$ cat config.mk
export PLATFORM = sky130hd
export DESIGN_NAME = dcache_writeback_buffer_flat
export DESIGN_NICKNAME = d
export VERILOG_FILES = /design/src/rtl/dcache_wb_pkg.sv /design/src/rtl/dcache_writeback_buffer_if.sv /design/src/rtl/dcache_wb_fifo.sv /design/src/rtl/dcache_writeback_buffer.sv /design/src/flat_wrapper.sv
export SDC_FILE = /design/constraint.sdc
export NUM_CORES = 2
export LEC_CHECK = 0
export CAP_MARGIN = 20
export CORE_MARGIN = 3
export CORE_UTILIZATION = 45
export DETAILED_ROUTE_END_ITERATION = 12
export PLACE_DENSITY = 0.67
export REMOVE_ABC_BUFFERS = 1
export SLEW_MARGIN = 20
export SYNTH_ARGS = -nofsm -noshare
export SYNTH_HDL_FRONTEND = slang
export SYNTH_SLANG_ARGS = --single-unit
$ cat constraint.sdc
create_clock -name clk -period 25.1 [get_ports clk]
set_input_delay 7.53 -clock clk [delete_from_list [all_inputs] [get_ports clk]]
set_output_delay 7.53 -clock clk [all_outputs]
set_load 0.05 [all_outputs]
$ cat src/rtl/dcache_wb_pkg.sv
// dcache_wb_pkg
//   Shared types and constants for the L1 data-cache writeback buffer.
//   - LINE_OFFSET_BITS : byte-offset bits inside a 64-byte line
//   - wb_state_t       : drain FSM states
//   - wb_entry_t       : one buffered victim line (address + full line data)
//   - line_base()      : clears the line offset of an address
//   The entry layout is sized by WB_WIDTH / WB_LINE_WORDS; modules using the
//   entry must be built with matching WIDTH / LINE_WORDS.
package dcache_wb_pkg;

  localparam int LINE_OFFSET_BITS = 6;
  localparam int WB_WIDTH         = 64;
  localparam int WB_LINE_WORDS    = 8;
  localparam int WB_TAG_WIDTH     = 13;

  typedef enum logic [1:0] {
    WB_IDLE,
    WB_ADDR,
    WB_DATA,
    WB_RESP
  } wb_state_t;

  typedef struct packed {
    logic [WB_WIDTH-1:0]               addr;
    logic [WB_WIDTH*WB_LINE_WORDS-1:0] data;
  } wb_entry_t;

  // Line-aligned address: the whole word is taken in and the offset masked
  // off, so callers never carry a half-used address vector around.
  function automatic logic [WB_WIDTH-1:0] line_base(input logic [WB_WIDTH-1:0] a);
    return a & ({WB_WIDTH{1'b1}} << LINE_OFFSET_BITS);
  endfunction

endpackage

$ cat src/rtl/dcache_writeback_buffer_if.sv
// dcache_writeback_buffer_if
//   Writeback request/response bus between the writeback buffer and the
//   read/write arbiter.
//   - wb_reqcyc  : beat valid (buffer -> arbiter)
//   - wb_req     : line address on beat 0, data words on the following beats
//   - wb_reqtag  : writeback tag while wb_reqcyc, else 0
//   - wb_reqack  : arbiter accepted the current beat
//   - wb_respcyc : write completion from the memory side
//   - wb_respack : completion acknowledge, one-cycle pulse
//   modport master : buffer side; modport slave : arbiter side.
interface dcache_writeback_buffer_if #(
  parameter int WIDTH     = 64,
  parameter int TAG_WIDTH = 13
);
  logic                 wb_reqcyc;
  logic [WIDTH-1:0]     wb_req;
  logic [TAG_WIDTH-1:0] wb_reqtag;
  logic                 wb_reqack;
  logic                 wb_respcyc;
  logic                 wb_respack;

  modport master (
    output wb_reqcyc, wb_req, wb_reqtag, wb_respack,
    input  wb_reqack, wb_respcyc
  );

  modport slave (
    input  wb_reqcyc, wb_req, wb_reqtag, wb_respack,
    output wb_reqack, wb_respcyc
  );
endinterface

$ cat src/rtl/dcache_wb_fifo.sv
// dcache_wb_fifo
//   Circular line store for the writeback buffer: storage, read/write
//   pointers, occupancy count and the victim-address match vector.
//   Ports:
//   - clk, reset        : clock, synchronous active-high reset
//   - push_i, entry_i   : write one line at the tail
//   - pop_i             : retire the head line
//   - head_o            : head entry (stable until popped)
//   - count_o           : occupied entries
//   - lookup_addr_i     : probe address, compared on the line-base bits
//   - lookup_hit_o      : probe matches any valid entry (combinational)
//   - lookup_data_o     : youngest matching line, 0 on miss
//                         (present only with DCACHE_WB_FORWARD_EN)
module dcache_wb_fifo
  import dcache_wb_pkg::*;
#(
  parameter  int DEPTH = 4,
  localparam int PW    = $clog2(DEPTH),
  localparam int CW    = PW + 1
) (
  input  logic                                  clk,
  input  logic                                  reset,
  input  logic                                  push_i,
  input  wb_entry_t                             entry_i,
  input  logic                                  pop_i,
  output wb_entry_t                             head_o,
  output logic [CW-1:0]                         count_o,
  input  logic [WB_WIDTH-1:0]                   lookup_addr_i,
`ifdef DCACHE_WB_FORWARD_EN
  output logic [WB_WIDTH*WB_LINE_WORDS-1:0]     lookup_data_o,
`endif
  output logic                                  lookup_hit_o
);

  wb_entry_t        mem_q [DEPTH];
  logic [PW-1:0]    wr_ptr_q, rd_ptr_q;
  logic [CW-1:0]    count_q, count_d;
  logic [DEPTH-1:0] valid, match;

  always_comb begin
    count_d = count_q;
    case ({push_i, pop_i})
      2'b10:   count_d = count_q + 1'b1;
      2'b01:   count_d = count_q - 1'b1;
      default: count_d = count_q;
    endcase
  end

  always_ff @(posedge clk) begin
    if (reset) begin
      wr_ptr_q <= '0;
      rd_ptr_q <= '0;
      count_q  <= '0;
    end else begin
      if (push_i) wr_ptr_q <= wr_ptr_q + 1'b1;
      if (pop_i)  rd_ptr_q <= rd_ptr_q + 1'b1;
      count_q <= count_d;
    end
  end

  // Storage carries no reset: slot validity comes only from rd_ptr/count.
  always_ff @(posedge clk) begin
    if (push_i) mem_q[wr_ptr_q] <= entry_i;
  end

  // A slot is live when its distance from the head is below count; the
  // subtraction wraps modulo DEPTH, which is what makes the ring work.
  for (genvar i = 0; i < DEPTH; i++) begin : g_cam
    logic [PW-1:0] age;
    assign age      = PW'(i) - rd_ptr_q;
    assign valid[i] = CW'(age) < count_q;
    assign match[i] = valid[i] &&
                      (line_base(mem_q[i].addr) == line_base(lookup_addr_i));
  end

  assign lookup_hit_o = |match;
  assign head_o       = mem_q[rd_ptr_q];
  assign count_o      = count_q;

`ifdef DCACHE_WB_FORWARD_EN
  // Walk oldest to youngest so the last match seen (the youngest) wins;
  // with duplicate victims that is the most recent copy of the line.
  always_comb begin
    logic [PW-1:0] idx;
    idx           = '0;
    lookup_data_o = '0;
    for (int k = 0; k < DEPTH; k++) begin
      idx = rd_ptr_q + PW'(k);
      if (match[idx]) lookup_data_o = mem_q[idx].data;
    end
  end
`endif

endmodule

$ cat src/rtl/dcache_writeback_buffer.sv
// dcache_writeback_buffer
//   Queues dirty lines evicted from the L1 data cache and drains them one
//   line at a time to the arbiter: address beat, LINE_WORDS data beats, then
//   wait for the write completion, acknowledge it and retire the line.
//   Optional feature macro: DCACHE_WB_FORWARD_EN adds lookup_data, the
//   youngest buffered copy of the probed line (0 on miss).
//   Ports:
//   - clk, reset                  : clock, synchronous active-high reset
//   - evict_valid / evict_ready   : eviction handshake (ready = count<DEPTH)
//   - evict_addr, evict_data      : victim line address and data (word 0 LSBs)
//   - wb                          : writeback bus, master side
//   - lookup_addr, lookup_hit     : miss probe against buffered lines
//   - lookup_data                 : forwarded line (DCACHE_WB_FORWARD_EN only)
//   - count                       : occupied entries
module dcache_writeback_buffer
  import dcache_wb_pkg::*;
#(
  parameter  int                   WIDTH      = WB_WIDTH,
  parameter  int                   TAG_WIDTH  = WB_TAG_WIDTH,
  parameter  int                   DEPTH      = 4,
  parameter  int                   LINE_WORDS = WB_LINE_WORDS,
  parameter  logic [TAG_WIDTH-1:0] WB_TAG     = 13'h0100,
  localparam int                   CW         = $clog2(DEPTH) + 1,
  localparam int                   BW         = $clog2(LINE_WORDS)
) (
  input  logic                          clk,
  input  logic                          reset,
  input  logic                          evict_valid,
  output logic                          evict_ready,
  input  logic [WIDTH-1:0]              evict_addr,
  input  logic [WIDTH*LINE_WORDS-1:0]   evict_data,
  dcache_writeback_buffer_if.master     wb,
  input  logic [WIDTH-1:0]              lookup_addr,
  output logic                          lookup_hit,
`ifdef DCACHE_WB_FORWARD_EN
  output logic [WIDTH*LINE_WORDS-1:0]   lookup_data,
`endif
  output logic [CW-1:0]                 count
);

  wb_state_t                        state_q, state_d;
  logic [BW-1:0]                    beat_q, beat_d, beat_nxt;
  logic                             reqcyc_q, reqcyc_d;
  logic [WIDTH-1:0]                 req_q, req_d;
  logic [TAG_WIDTH-1:0]             reqtag_q, reqtag_d;
  logic                             respack_q, respack_d;
  logic                             push, pop;
  logic [CW-1:0]                    cnt;
  wb_entry_t                        head, entry;
  logic [LINE_WORDS-1:0][WIDTH-1:0] words;

  // Ready comes straight from the registered count, so a full buffer never
  // accepts even when the head retires in the same cycle.
  assign evict_ready = cnt < CW'(DEPTH);
  assign push        = evict_valid && evict_ready;
  assign entry.addr  = evict_addr;
  assign entry.data  = evict_data;
  assign count       = cnt;

  dcache_wb_fifo #(.DEPTH(DEPTH)) u_fifo (
    .clk           (clk),
    .reset         (reset),
    .push_i        (push),
    .entry_i       (entry),
    .pop_i         (pop),
    .head_o        (head),
    .count_o       (cnt),
    .lookup_addr_i (lookup_addr),
`ifdef DCACHE_WB_FORWARD_EN
    .lookup_data_o (lookup_data),
`endif
    .lookup_hit_o  (lookup_hit)
  );

  assign words    = head.data;
  assign beat_nxt = beat_q + 1'b1;

  // Bus outputs are registered: next-state logic below computes the value
  // each output must carry in the following cycle. The head entry cannot
  // change while it drains (pop only happens on completion), so it is safe
  // to read it at every transition.
  always_comb begin
    state_d   = state_q;
    beat_d    = beat_q;
    reqcyc_d  = reqcyc_q;
    req_d     = req_q;
    respack_d = 1'b0;
    pop       = 1'b0;
    case (state_q)
      WB_IDLE: begin
        if (cnt != '0) begin
          state_d  = WB_ADDR;
          reqcyc_d = 1'b1;
          req_d    = line_base(head.addr);
        end
      end
      WB_ADDR: begin
        if (wb.wb_reqack) begin
          state_d = WB_DATA;
          beat_d  = '0;
          req_d   = words[0];
        end
      end
      WB_DATA: begin
        if (wb.wb_reqack) begin
          if (beat_q == BW'(LINE_WORDS - 1)) begin
            state_d  = WB_RESP;
            reqcyc_d = 1'b0;
            req_d    = '0;
          end else begin
            beat_d = beat_nxt;
            req_d  = words[beat_nxt];
          end
        end
      end
      WB_RESP: begin
        // Completion retires the head in the same edge the ack is raised,
        // so the line stops hitting in lookups during the ack cycle.
        if (wb.wb_respcyc) begin
          state_d   = WB_IDLE;
          respack_d = 1'b1;
          pop       = 1'b1;
        end
      end
      default: state_d = WB_IDLE;
    endcase
    reqtag_d = reqcyc_d ? WB_TAG : '0;
  end

  always_ff @(posedge clk) begin
    if (reset) begin
      state_q   <= WB_IDLE;
      beat_q    <= '0;
      reqcyc_q  <= 1'b0;
      req_q     <= '0;
      reqtag_q  <= '0;
      respack_q <= 1'b0;
    end else begin
      state_q   <= state_d;
      beat_q    <= beat_d;
      reqcyc_q  <= reqcyc_d;
      req_q     <= req_d;
      reqtag_q  <= reqtag_d;
      respack_q <= respack_d;
    end
  end

  assign wb.wb_reqcyc  = reqcyc_q;
  assign wb.wb_req     = req_q;
  assign wb.wb_reqtag  = reqtag_q;
  assign wb.wb_respack = respack_q;

endmodule

$ cat src/flat_wrapper.sv
// flat-port wrapper written by rule: the top's interface ports become plain ports
module dcache_writeback_buffer_flat import dcache_wb_pkg::*;
#(
  parameter  int                   WIDTH      = WB_WIDTH,
  parameter  int                   TAG_WIDTH  = WB_TAG_WIDTH,
  parameter  int                   DEPTH      = 4,
  parameter  int                   LINE_WORDS = WB_LINE_WORDS,
  parameter  logic [TAG_WIDTH-1:0] WB_TAG     = 13'h0100,
  localparam int                   CW         = $clog2(DEPTH) + 1,
  localparam int                   BW         = $clog2(LINE_WORDS)
)
  (clk, reset, evict_valid, evict_ready, evict_addr, evict_data, lookup_addr, lookup_hit, count, wb_wb_reqcyc, wb_wb_req, wb_wb_reqtag, wb_wb_respack, wb_wb_reqack, wb_wb_respcyc);
  dcache_writeback_buffer_if #(.WIDTH(WIDTH), .TAG_WIDTH(TAG_WIDTH)) wb_i ();
  input  logic clk;
  input  logic reset;
  input  logic evict_valid;
  output logic evict_ready;
  input  logic [WIDTH-1:0] evict_addr;
  input  logic [WIDTH*LINE_WORDS-1:0] evict_data;
  input  logic [WIDTH-1:0] lookup_addr;
  output logic lookup_hit;
  output logic [CW-1:0] count;
  output wire logic [$bits(wb_i.wb_reqcyc)-1:0] wb_wb_reqcyc;
  output wire logic [$bits(wb_i.wb_req)-1:0] wb_wb_req;
  output wire logic [$bits(wb_i.wb_reqtag)-1:0] wb_wb_reqtag;
  output wire logic [$bits(wb_i.wb_respack)-1:0] wb_wb_respack;
  input wire logic [$bits(wb_i.wb_reqack)-1:0] wb_wb_reqack;
  input wire logic [$bits(wb_i.wb_respcyc)-1:0] wb_wb_respcyc;
  assign wb_wb_reqcyc = wb_i.wb_reqcyc;
  assign wb_wb_req = wb_i.wb_req;
  assign wb_wb_reqtag = wb_i.wb_reqtag;
  assign wb_wb_respack = wb_i.wb_respack;
  assign wb_i.wb_reqack = wb_wb_reqack;
  assign wb_i.wb_respcyc = wb_wb_respcyc;
  dcache_writeback_buffer #(.WIDTH(WIDTH), .TAG_WIDTH(TAG_WIDTH), .DEPTH(DEPTH), .LINE_WORDS(LINE_WORDS), .WB_TAG(WB_TAG)) u_core (.clk(clk), .reset(reset), .evict_valid(evict_valid), .evict_ready(evict_ready), .evict_addr(evict_addr), .evict_data(evict_data), .wb(wb_i), .lookup_addr(lookup_addr), .lookup_hit(lookup_hit), .count(count));
endmodule
==> metrics.log <==
INFO  metric status = finished clean
INFO  metric buffers_on_ports = 704
INFO  metric maxCapViolCount = 0
INFO  metric syn_area = 92,200 µm²
INFO  metric finalNetCount = ~5,900
INFO  metric initialDrtViolationCount = 5,111
INFO  metric placement_rows = 165
INFO  metric dp_hpwl = 166,000 µm
INFO  metric ys.warnings.count = 0
INFO  metric hold_end = u_core.wb.wb_req[45]$_SDFFE_PP0P_
INFO  metric worst_hold_path.num_cells = 2
INFO  metric final_min_period_over_clock_period = 73.0%
INFO  metric h_tree_levels = 4
INFO  metric ctsLongestPathBuffers = 3
INFO  metric timing.final.max_slew_violations = 0
INFO  metric die-area = between 200,000 and 250,000 µm²
INFO  metric clock_latency_late_sink = 0.89 ns
INFO  metric setup_viol = 0
INFO  metric finalWorstSetupSlack = 6.78 ns
INFO  metric via_count_of_the_first_global_routing_pass = just under 50,000
INFO  metric seq_total_area_yosys = between 70% and 80%
INFO  metric holdCritStartpoint = u_core.wb.wb_req[45]$_SDFFE_PP0P_
INFO  metric leakage = 33.7 nW
INFO  metric cts_tree = done
INFO  metric fp.dieH = between 400 and 500 µm
INFO  metric syn-instance-count = about 4,400
INFO  metric grt_start_max_net_pins = 151
INFO  metric ys_async_sr_fraction = 0%
INFO  metric place_worst_setup_slack = 6.72 ns
INFO  metric max_clock_freq = 54.6 MHz
INFO  metric hold_viol_final = 0
INFO  metric sort_of_element_at_the_end_of_the_critical_path = primary output
INFO  metric route.vias.total = 48,040
INFO  metric finalHoldWorstSlack = 0.476 ns
INFO  metric detail_route.wirelength = 260,000 µm
INFO  metric ctsResizeCount = 0
INFO  metric post-synth-top-area-cell = sky130_fd_sc_hd__edfxtp_1
INFO  metric r2r_setup_slack = 20.19 ns
INFO  metric place_congestion = approximately 0.9
INFO  metric dp.cells = 7,629
INFO  metric drt-vias-per-instance = between 5 and 6
INFO  metric leading_cell_type_in_the_layout_fill_and_taps_excluded = sky130_fd_sc_hd__edfxtp_1
INFO  metric layout-area-overhead-vs-synth = 20.1%
INFO  metric path_max_fanout = 4
INFO  metric vdd.ir_drop.worst = between 0.00007 and 0.00008 V
INFO  metric tritoncts.num_buffers = 237
INFO  metric worst-setup-path-type = in -> out
INFO  metric floorplan.core_area = 203,000 µm²
INFO  metric antenna_found_initial = 162
INFO  metric worstSetupStartpointType = input port
INFO  metric reg2regPathDepth = 8
INFO  metric critical_path.cell_chain = clkdlybuf4s50_1, xor2_1, nor4_1, nand2_1, nor4_1, nand4_1, nand4_1, clkdlybuf4s50_1
INFO  metric crit_slowest_cell = sky130_fd_sc_hd__clkdlybuf4s50_1
INFO  metric ports_placed_on_the_boundary = 729
INFO  metric die_w = 459 µm
INFO  metric netlist.area_leader.share = approximately 74%
INFO  metric reg2reg_to = u_core.wb.wb_req[37]$_SDFFE_PP0P_
INFO  metric max_slew.worst_pin.slew = 1.34 ns
INFO  metric worst_slew_margin_rel = between 10% and 20%
INFO  metric tritoncts_num_sinks = 2,360
INFO  metric cpPeakStageDelay = 0.98 ns
INFO  metric detail-route-antenna-nets = 0
INFO  metric min_path_type = reg -> reg
INFO  metric grt.total_usage = 24.5%
INFO  metric synth_edf_count = approximately 2,300
INFO  metric synth-seq-cells = 2,360
INFO  metric worst_ep_required_time = around 18 ns
INFO  metric final_cell_mix = 2,280 x sky130_fd_sc_hd__edfxtp_1, 703 x sky130_fd_sc_hd__clkdlybuf4s50_1, 509 x sky130_fd_sc_hd__mux4_2
INFO  metric syn-mean-instance-area = 20.8 µm²
INFO  metric initial_cell_density_of_the_core = 45.4%
INFO  metric synth.lib_cells_used.distinct = 49
INFO  metric grt_overflow = 0
INFO  metric root_buffer = sky130_fd_sc_hd__clkbuf_16
INFO  metric worst_ep_arrival_time = roughly 11 ns
INFO  metric pwr_density_cell = 88.7 nW/µm²
INFO  metric drt_drc_violations_left = 0
INFO  metric grt_setup_unrepaired = false
INFO  metric ys.flop_type = sky130_fd_sc_hd__edfxtp_1
INFO  metric detail_route.first_pass.iterations = 5
INFO  metric hold_buffer_count_at_cts = 0
INFO  metric first_pass_grt_wire_length = 365,000 µm
INFO  metric cts.repair_timing.setup_buffer_count = 0
INFO  metric fin_tns_setup = 0 ns
INFO  metric ys_top_cells_by_area = sky130_fd_sc_hd__edfxtp_1 74%, sky130_fd_sc_hd__mux4_2 12%, sky130_fd_sc_hd__mux2i_1 2.2%
INFO  metric clk_transition_reported_paths = about 0.06 ns
INFO  metric routed_wire_length_per_instance = 31.8 µm
INFO  metric worst_clock_skew = 0.0619 ns
INFO  metric fin_crit = 18.32 ns
INFO  metric post-route-util = 54.6%
INFO  metric drive_gt1_share = 18.5%
INFO  metric post_layout_nonfiller_instances = 8,182
## worst max path at each step
stage / start / to / slack [ns] / cells past startpoint
final: lookup_addr[14] / lookup_hit / 6.78 / 8
after global routing: lookup_addr[14] / lookup_hit / 6.71 / 8
after CTS: lookup_addr[14] / lookup_hit / 6.72 / 8
after detailed placement: lookup_addr[14] / lookup_hit / 6.72 / 8
after global placement: lookup_addr[14] / lookup_hit / 6.72 / 8
after floorplan: register / u_core.wb.wb_req[52]$_SDFFE_PP0P_ / -2.06 / 5
## synthesized netlist by cell type, types with 2 or more instances
| library cell | n |
|---|---|
| sky130_fd_sc_hd__edfxtp_1 | 2280 |
| sky130_fd_sc_hd__mux4_2 | 509 |
| sky130_fd_sc_hd__mux2i_1 | 205 |
| sky130_fd_sc_hd__xnor2_1 | 175 |
| sky130_fd_sc_hd__clkbuf_1 | 171 |
| sky130_fd_sc_hd__nor2_1 | 134 |
| sky130_fd_sc_hd__nor4_1 | 84 |
| sky130_fd_sc_hd__dfxtp_1 | 80 |
| sky130_fd_sc_hd__o21ai_0 | 68 |
| sky130_fd_sc_hd__nor3_1 | 67 |
| sky130_fd_sc_hd__xor2_1 | 63 |
| sky130_fd_sc_hd__a22oi_1 | 60 |
| sky130_fd_sc_hd__buf_2 | 60 |
| sky130_fd_sc_hd__o22ai_1 | 57 |
| sky130_fd_sc_hd__o211ai_1 | 55 |
| sky130_fd_sc_hd__a2111oi_0 | 52 |
| sky130_fd_sc_hd__a22o_1 | 52 |
| sky130_fd_sc_hd__nand4_1 | 47 |
| sky130_fd_sc_hd__buf_4 | 38 |
| sky130_fd_sc_hd__nand2_1 | 24 |
| sky130_fd_sc_hd__buf_1 | 20 |
| sky130_fd_sc_hd__a21oi_1 | 17 |
| sky130_fd_sc_hd__ha_1 | 16 |
| sky130_fd_sc_hd__inv_1 | 14 |
| sky130_fd_sc_hd__nand3_1 | 10 |
| sky130_fd_sc_hd__nand2b_1 | 9 |
| sky130_fd_sc_hd__o221ai_1 | 9 |
| sky130_fd_sc_hd__a211oi_1 | 6 |
| sky130_fd_sc_hd__a221oi_1 | 6 |
| sky130_fd_sc_hd__and2_1 | 6 |
| sky130_fd_sc_hd__nor2b_1 | 6 |
| sky130_fd_sc_hd__mux2_2 | 5 |
| sky130_fd_sc_hd__a31oi_1 | 4 |
| sky130_fd_sc_hd__buf_6 | 4 |
| sky130_fd_sc_hd__a311oi_1 | 3 |
| sky130_fd_sc_hd__a32oi_1 | 3 |
| sky130_fd_sc_hd__a222oi_1 | 2 |
| sky130_fd_sc_hd__nand3b_1 | 2 |
| sky130_fd_sc_hd__nor3b_1 | 2 |
| sky130_fd_sc_hd__o221a_2 | 2 |
## per-stage QoR
| step | power (W) | area, µm² |
|---|---|---|
| finish | 0.00982 | 111000 |
| floorplan | 0.00584 | 90900 |
| global route | 0.0102 | 111000 |
| global placement | 0.00625 | 102000 |
| CTS | 0.00992 | 110000 |
| detailed placement | 0.00628 | 102000 |
## final cells by class
class	instances	area (µm²)
multi-input cells	1780	20900
fillers	15479	92200
clock buffers	302	6370
repair buffers	805	7960
clock inverters	151	1800
flip-flops and latches	2360	70100
diodes	98	245
inverters	14	52.6
well taps	2672	3340
## cell families (layout without fill, tap and decap cells)
family	Yosys count	after routing	share of synthesized area, %
mux	719	719	14.7
simple gates	395	395	2.16
compound gates	399	399	3.12
fa+ha+maj	17	17	0.239
flops	2360	2360	76.0
buf+inv	307	1272	1.52
other cells	1	110	0.00407
xor+xnor	238	238	2.26
## state kept, by name (all words and copies together), names as in the netlist, named ones only
name,flops
u_core.wb.wb_reqcyc,1
u_core.u_fifo.wr_ptr_q,2
u_core.wb.wb_respack,1
u_core.wb.wb_req,64
u_core.state_q,2
u_core.u_fifo.mem_q,2280
u_core.beat_q,3
u_core.u_fifo.rd_ptr_q,2
u_core.u_fifo.count_o,3
## worst max-delay path, delay by kind of cell
family | cells | cell delay, ns
xor gates and xnor gates | 1 | 0.24
buffers and inverters | 2 | 1.58
and+or+nand+nor | 5 | 1.41
## where the power goes
group / internal [W] / total, W / switching [W] / leakage [nW]
clock: 0.00212 / 0.00364 / 0.00152 / 3.96
combinational: 0.000513 / 0.00150 / 0.000985 / 8.16
sequential: 0.00460 / 0.00468 / 0.0000856 / 21.6
total: 0.00723 / 0.00982 / 0.00259 / 33.7
## routing by layer
layer | up-vias | wire length, µm | global-route usage, %
met5 | - | 368 | 0
met4 | 60 | 12400 | 13.0
met3 | 564 | 20200 | 6.08
met2 | 2047 | 131000 | 39.8
met1 | 25163 | 96800 | 30.4
li1 | 20206 | - | -
(Power assumes the default switching activity.)
